==> config.mk <==
export PLATFORM = sky130hd
export DESIGN_NAME = crc_generator
export DESIGN_NICKNAME = d
export VERILOG_FILES = /design/src/rtl/crc_generator.sv
export SDC_FILE = /design/constraint.sdc
export NUM_CORES = 1
export LEC_CHECK = 0
export BUFFER_PORTS_ARGS = -buffer_cell sky130_fd_sc_hd__buf_4
export CORE_MARGIN = 2
export CORE_UTILIZATION = 58
export DETAILED_ROUTE_END_ITERATION = 10
export PLACE_DENSITY = 0.83
export SLEW_MARGIN = 40
export SYNTH_ARGS = -nofsm -noshare
export SYNTH_HDL_FRONTEND = slang
export SYNTH_SLANG_ARGS = --single-unit
==> constraint.sdc <==
create_clock -name clk -period 4.5 [get_ports clk]
set_input_delay 0.9 -clock clk [delete_from_list [all_inputs] [get_ports clk]]
set_output_delay 0.9 -clock clk [all_outputs]
set_load 0.1 [all_outputs]
==> src/rtl/crc_generator.sv <==
// Byte-stream CRC-8 generator: passes message bytes through and appends one CRC byte.
// Optional CRC_XOROUT_EN inverts the appended CRC byte.
module crc_generator #(
   parameter logic [7:0] POLY = 8'h07,
   parameter logic [7:0] INIT = 8'h00
) (
   input  logic       clk,
   input  logic       rst_n,
   input  logic       start,
   input  logic [7:0] s_data,
   input  logic       s_valid,
   input  logic       s_last,
   output logic       s_ready,
   output logic [7:0] m_data,
   output logic       m_valid,
   output logic       m_last,
   input  logic       m_ready,
   output logic       busy,
   output logic       done
);

`ifdef CRC_XOROUT_EN
   localparam logic [7:0] XOROUT = 8'hFF;
`else
   localparam logic [7:0] XOROUT = 8'h00;
`endif

   typedef enum logic [1:0] {
      IDLE,
      DATA,
      CRC,
      DONE
   } state_t;

   state_t     state_q;
   logic [7:0] crc_q;
   logic [7:0] crc_d;
   logic [7:0] m_data_q;
   logic       m_valid_q;
   logic       m_last_q;
   logic       done_q;
   logic       out_free;
   logic       accept;

   function automatic logic [7:0] crc8(
      input logic [7:0] c,
      input logic [7:0] d
   );
      logic [7:0] r;
      r = c ^ d;
      for (int i = 0; i < 8; i++) begin
         r = r[7] ? ({r[6:0], 1'b0} ^ POLY) : {r[6:0], 1'b0};
      end
      return r;
   endfunction

   // The output register is a one-entry buffer: it can be refilled in the
   // same cycle its current byte leaves.
   assign out_free = !m_valid_q || m_ready;
   assign s_ready  = (state_q == DATA) && out_free;
   assign accept   = s_valid && s_ready;
   assign crc_d    = crc8(crc_q, s_data);

   always_ff @(posedge clk or negedge rst_n) begin
      if (!rst_n) begin
         state_q   <= IDLE;
         crc_q     <= INIT;
         m_data_q  <= 8'h00;
         m_valid_q <= 1'b0;
         m_last_q  <= 1'b0;
         done_q    <= 1'b0;
      end else begin
         done_q <= 1'b0;
         unique case (state_q)
            IDLE: begin
               if (start) begin
                  crc_q   <= INIT;
                  state_q <= DATA;
               end
            end
            DATA: begin
               if (accept) begin
                  m_data_q  <= s_data;
                  m_valid_q <= 1'b1;
                  m_last_q  <= 1'b0;
                  crc_q     <= crc_d;
                  if (s_last) state_q <= CRC;
               end else if (m_valid_q && m_ready) begin
                  m_valid_q <= 1'b0;
               end
            end
            CRC: begin
               if (out_free) begin
                  m_data_q  <= crc_q ^ XOROUT;
                  m_valid_q <= 1'b1;
                  m_last_q  <= 1'b1;
                  state_q   <= DONE;
               end
            end
            DONE: begin
               if (m_ready) begin
                  m_valid_q <= 1'b0;
                  m_last_q  <= 1'b0;
                  done_q    <= 1'b1;
                  state_q   <= IDLE;
               end
            end
            default: state_q <= IDLE;
         endcase
      end
   end

   assign m_data  = m_data_q;
   assign m_valid = m_valid_q;
   assign m_last  = m_last_q;
   assign done    = done_q;
   assign busy    = (state_q != IDLE);

endmodule

Word-level counts from Yosys, hierarchy flattened
Cells that the tools add are included.
{"block": "classes", "n_addsub": 0, "multipliers": 0, "n_div": 0, "order_cmp": 0, "eq_ne": 9, "n_shift": 0, "n_mux": 29, "n_bitwise": 9, "reduce_logical": 15}
{"op": "$mux 8", "count": 4}
{"op": "$pmux 8 s2", "count": 2}
{"op": "$mux 3", "count": 8}
{"op": "$not 3->3", "count": 8}
{"op": "$mux 2", "count": 5}
{"op": "$ne 2x2->1 const B", "count": 5}
{"op": "$pmux 2 s4", "count": 1}
{"op": "$reduce_and 4->1", "count": 2}
{"op": "$xor 8x8->8", "count": 1}
{"op": "$mux 1", "count": 7}
{"op": "$pmux 1 s3", "count": 2}
{"op": "$reduce_and 3->1", "count": 2}
{"op": "$reduce_bool 2->1", "count": 3}
{"op": "$reduce_and 5->1", "count": 1}
{"op": "$eq 2x2->1 const B", "count": 2}
{"op": "$logic_and 1x1->1", "count": 3}
{"op": "$ne 3x2->1 const B", "count": 1}
{"op": "$reduce_bool 3->1", "count": 1}
{"op": "$eq 2x1->1 const B", "count": 1}
{"op": "$logic_not 2->1", "count": 1}
{"op": "$logic_not 1->1", "count": 1}
{"op": "$logic_or 1x1->1", "count": 1}
{"block": "totals", "ff_bits": 21, "latchBits": 0, "mem_bits_rw": 0, "mem_bits_ro": 0, "elab_cells": 68, "memories": 0}

Depth between registers and ports, before layout
{"block": "logic_depth", "word_depth": 19, "depth_mapped": 8}

Least setup slack after synthesis
No wires, ideal clock.
{"block": "synth_timing", "kind": "register to output", "from": "reg state_q[1]", "to": "out s_ready", "arrival_ns": 1.829, "path_slack_ns": 1.771, "stages_incl_launch_ff": 5, "n_path_buf": 1, "cell_sequence": "dfrtp_1 > inv_1 > ha_1 > clkbuf_1 > and2_1"}
{"block": "synth_via", "elab_chain_len": 2}
{"item": "start: declaration", "line": "35", "rtl": "state_t state_q;"}
{"item": "start signal: assignment", "line": "66", "rtl": "state_q <= IDLE;"}
{"item": "start signal: assignment", "line": "78", "rtl": "state_q <= DATA;"}
{"item": "start signal: assignment", "line": "87", "rtl": "if (s_last) state_q <= CRC;"}
{"item": "$eq 2x1->1", "line": "60", "rtl": "assign s_ready = (state_q == DATA) && out_free;"}
{"item": "$logic_and 1x1->1", "line": "60"}
{"item": "end: declaration", "line": "13", "rtl": "output logic s_ready,"}
No other way between the ends.

Worst setup path after layout
Same ends and word-level chain as after synthesis.

==> flow_summary.ini <==
[timing]
maximum_operating_frequency_mhz = 356.4
fin_hold_viols = 0
layout_min_cycle_time_ps = 2806
fin_crit_sh_pct = 62.34
rsz_0062_raised_after_global_routing = no
finalSetupViolations = 0
relSlewSlack_pct = 57.21
hold_slack_final_ps = 447.5
clock-skew-final_ps = 3.629
setup_total_negative_slack_ps = 0
tightest_slew_ps = 641.8
slew_viols_final = 0

[cts]
htree_num_levels = 1
numCtsBuffers = 3
root_buffer = sky130_fd_sc_hd__clkbuf_4
tritoncts_clock_tree = yes
cts_num_sinks = 21
clk_pin_slew_worst_paths_ps = 120
setup_buffers_after_cts = 0
worst_skew_late_latency_ps = 310
holdBufCountCts = 0
clk_path_buf_depth = 2
number_of_instances_resized_during_post_cts_repair = 0

[global_route]
grt_pass1_vias = 949
grt_pass1_wl_mm = 4.560
grt_overflow_total = 0
initial_antenna_violation_count = 0
all_layer_gr_usage_pct = 23.11
grt_start_max_net_pins = 22

[detailed_routing]
final_antenna_net_count = 0
detail_route.wl_per_cell_um = 15.14
vias_per_cell = 5.630
drt_drc_violations_left = 0
via_count = 1019
totalWireLength_mm = 2.741
drtPass1Iterations = 4
drt_iter0_drc = 32

[die]
die_x_um = 52.52
core_area_mm2 = 0.002212
start_util_pct = 61.71
die_area_mm2 = 0.002758
die_h_um = 52.52
boundaryPins = 27
number_of_placement_rows = 17

[synthesis]
synth.area.mux_share_pct = 9.808
synth_top_cell_by_area = sky130_fd_sc_hd__dfrtp_1
synthXorXnorAreaFrac_pct = 19.52
simple_gate_share_of_the_synthesized_area_pct = 12.47
ys_top_cells_by_area = sky130_fd_sc_hd__dfrtp_1 (38%), sky130_fd_sc_hd__mux2i_1 (7.3%), sky130_fd_sc_hd__xnor2_1 (5.8%)
ys_types = 34
yosys.area_share.adder_pct = 4.583
ys.warnings.count = 0
combinational_family_with_the_most_area_after_synthesis = XOR/XNOR gates
synth_compound_gate_area_share_pct = 12.28
synth_cells = 128
syn-cell-area_mm2 = 0.001365
synth.net_count = 147
synth_top_area_share_pct = 38.50
synth.yosys.seq_area_share_pct = 38.50
syn_avg_cell_area_um2 = 10.66
flip_flop_and_latch_count_after_synthesis = 21

[worst_hold_path]
holdCritPathClass = in -> async

[layout]
fin_nets = 173
final_common_cell = sky130_fd_sc_hd__buf_4
fillerInstances = 164
most_frequent_cells_in_the_layout = sky130_fd_sc_hd__buf_4 (26), sky130_fd_sc_hd__dfrtp_1 (21), sky130_fd_sc_hd__nor2_1 (11), sky130_fd_sc_hd__a21oi_1 (10), sky130_fd_sc_hd__mux2i_1 (10)
num_antenna_cells = 0
layout-drive-gt1-share_pct = 22.88
area_growth_from_synthesis_to_layout_pct = 17.32

[setup_path]
critPathRequiredTime_ps = 3600
cp_max_fo = 16
endpoint_kind = output pin
timing.setup.critical_path_class = reg -> out
worst_ep_arrival_time_ps = 1910
rr_worst_depth = 6
rr_endpoint = crc_q[6]
start_of_the_worst_register_to_register_path = state_q[1]
cp_capture_point = s_ready
startpoint = state_q[1]
ff2ff_setup_slack_ps = 2210
crit_path_start_kind = register

[placed_design]
place.detailed.hpwl_mm = 2.074
portBuffers = 26
globalplace.congestion = 0.8466

[flow_run]
number_of_max_cap_violations = 0

[run_status]
run_status = finished clean
## worst max-delay path, cell delays in order (launching register included)
cell                      delay, ps
sky130_fd_sc_hd__dfrtp_1        440
sky130_fd_sc_hd__inv_1          150
sky130_fd_sc_hd__ha_1           490
sky130_fd_sc_hd__and2_1         220
sky130_fd_sc_hd__buf_4          290
## metal layers
metal  global-route usage [%]  up-vias  part of all wire [%]
met5                        0        -                     0
met4                    7.692        0                   1.3
met3                    3.429        4                   4.0
met2                    36.25       23                    48
met1                    32.77      491                    47
li1                         -      501                     -
## metrics by stage
stage	std cells	area [um2]	utilization (%)	setup WS, ps
floorplan	128	1365	-	1771
global placement	177	1575	71.21	2028
detailed placement	177	1575	71.21	2006
CTS	181	1602	72.40	1686
global route	181	1602	72.40	1522
finish	181	1602	72.40	1694
## kinds of logic after synthesis
family / Yosys count
flip-flops: 21
buffers and inverters: 10
adder cells (fa/ha/maj): 5
XOR/XNOR: 20
AND/OR/NAND/NOR: 33
AO/OA/AOI/OAI: 26
multiplexers: 13
## final cells by class
type | count | area (um2) | area share [%]
tap | 28 | 35.03 | 2.187
timing repair buffer | 26 | 195.2 | 12.19
sequential | 21 | 525.5 | 32.81
multi-input combinational | 97 | 800.8 | 50.00
clock buffer | 4 | 26.28 | 1.641
inverter | 5 | 18.77 | 1.172
## how the worst min path moves through the flow
stage	slack, ps	startpoint	end
after floorplan	500	crc_q[3]	crc_q[3]
after global placement	490	m_last	m_last
after detailed placement	500	m_last	m_last
after CTS	450	rst_n	m_data[2]
after global routing	450	rst_n	m_data[4]
final	450	rst_n	crc_q[1]
## cell usage after synthesis
library cell                 n
sky130_fd_sc_hd__o311ai_0    2
sky130_fd_sc_hd__inv_1       5
sky130_fd_sc_hd__mux2_2      3
sky130_fd_sc_hd__nor4_1      1
sky130_fd_sc_hd__xor3_2      1
sky130_fd_sc_hd__nand2_1     2
sky130_fd_sc_hd__xor2_1      5
sky130_fd_sc_hd__nand3b_1    2
sky130_fd_sc_hd__mux2i_1    10
sky130_fd_sc_hd__nand2b_1    4
sky130_fd_sc_hd__a21oi_1    10
sky130_fd_sc_hd__xor3_1      2
sky130_fd_sc_hd__and2_1      3
sky130_fd_sc_hd__xnor3_1     2
sky130_fd_sc_hd__nor3_1      3
sky130_fd_sc_hd__clkbuf_1    4
sky130_fd_sc_hd__o22ai_1     2
sky130_fd_sc_hd__o31a_1      1
sky130_fd_sc_hd__ha_1        5
sky130_fd_sc_hd__a211o_1     1
sky130_fd_sc_hd__or3_1       1
sky130_fd_sc_hd__a31oi_1     1
sky130_fd_sc_hd__or2_2       1
sky130_fd_sc_hd__nand3_1     2
sky130_fd_sc_hd__and3_1      1
sky130_fd_sc_hd__buf_2       1
sky130_fd_sc_hd__xnor2_1     9
sky130_fd_sc_hd__nor2_1     11
sky130_fd_sc_hd__nor2b_1     2
sky130_fd_sc_hd__o21ai_0     4
sky130_fd_sc_hd__o2bb2ai_1   3
sky130_fd_sc_hd__dfrtp_1    21
sky130_fd_sc_hd__xnor3_4     1
sky130_fd_sc_hd__o221ai_1    2
## state kept, by name, indices dropped and copies added, names as in the netlist
register	cells
m_data	8
done	1
state_q	2
m_valid	1
m_last	1
crc_q	8
Power is not shown: default switching activity piles up to over one toggle a cycle in this logic, so the estimate is an artifact.
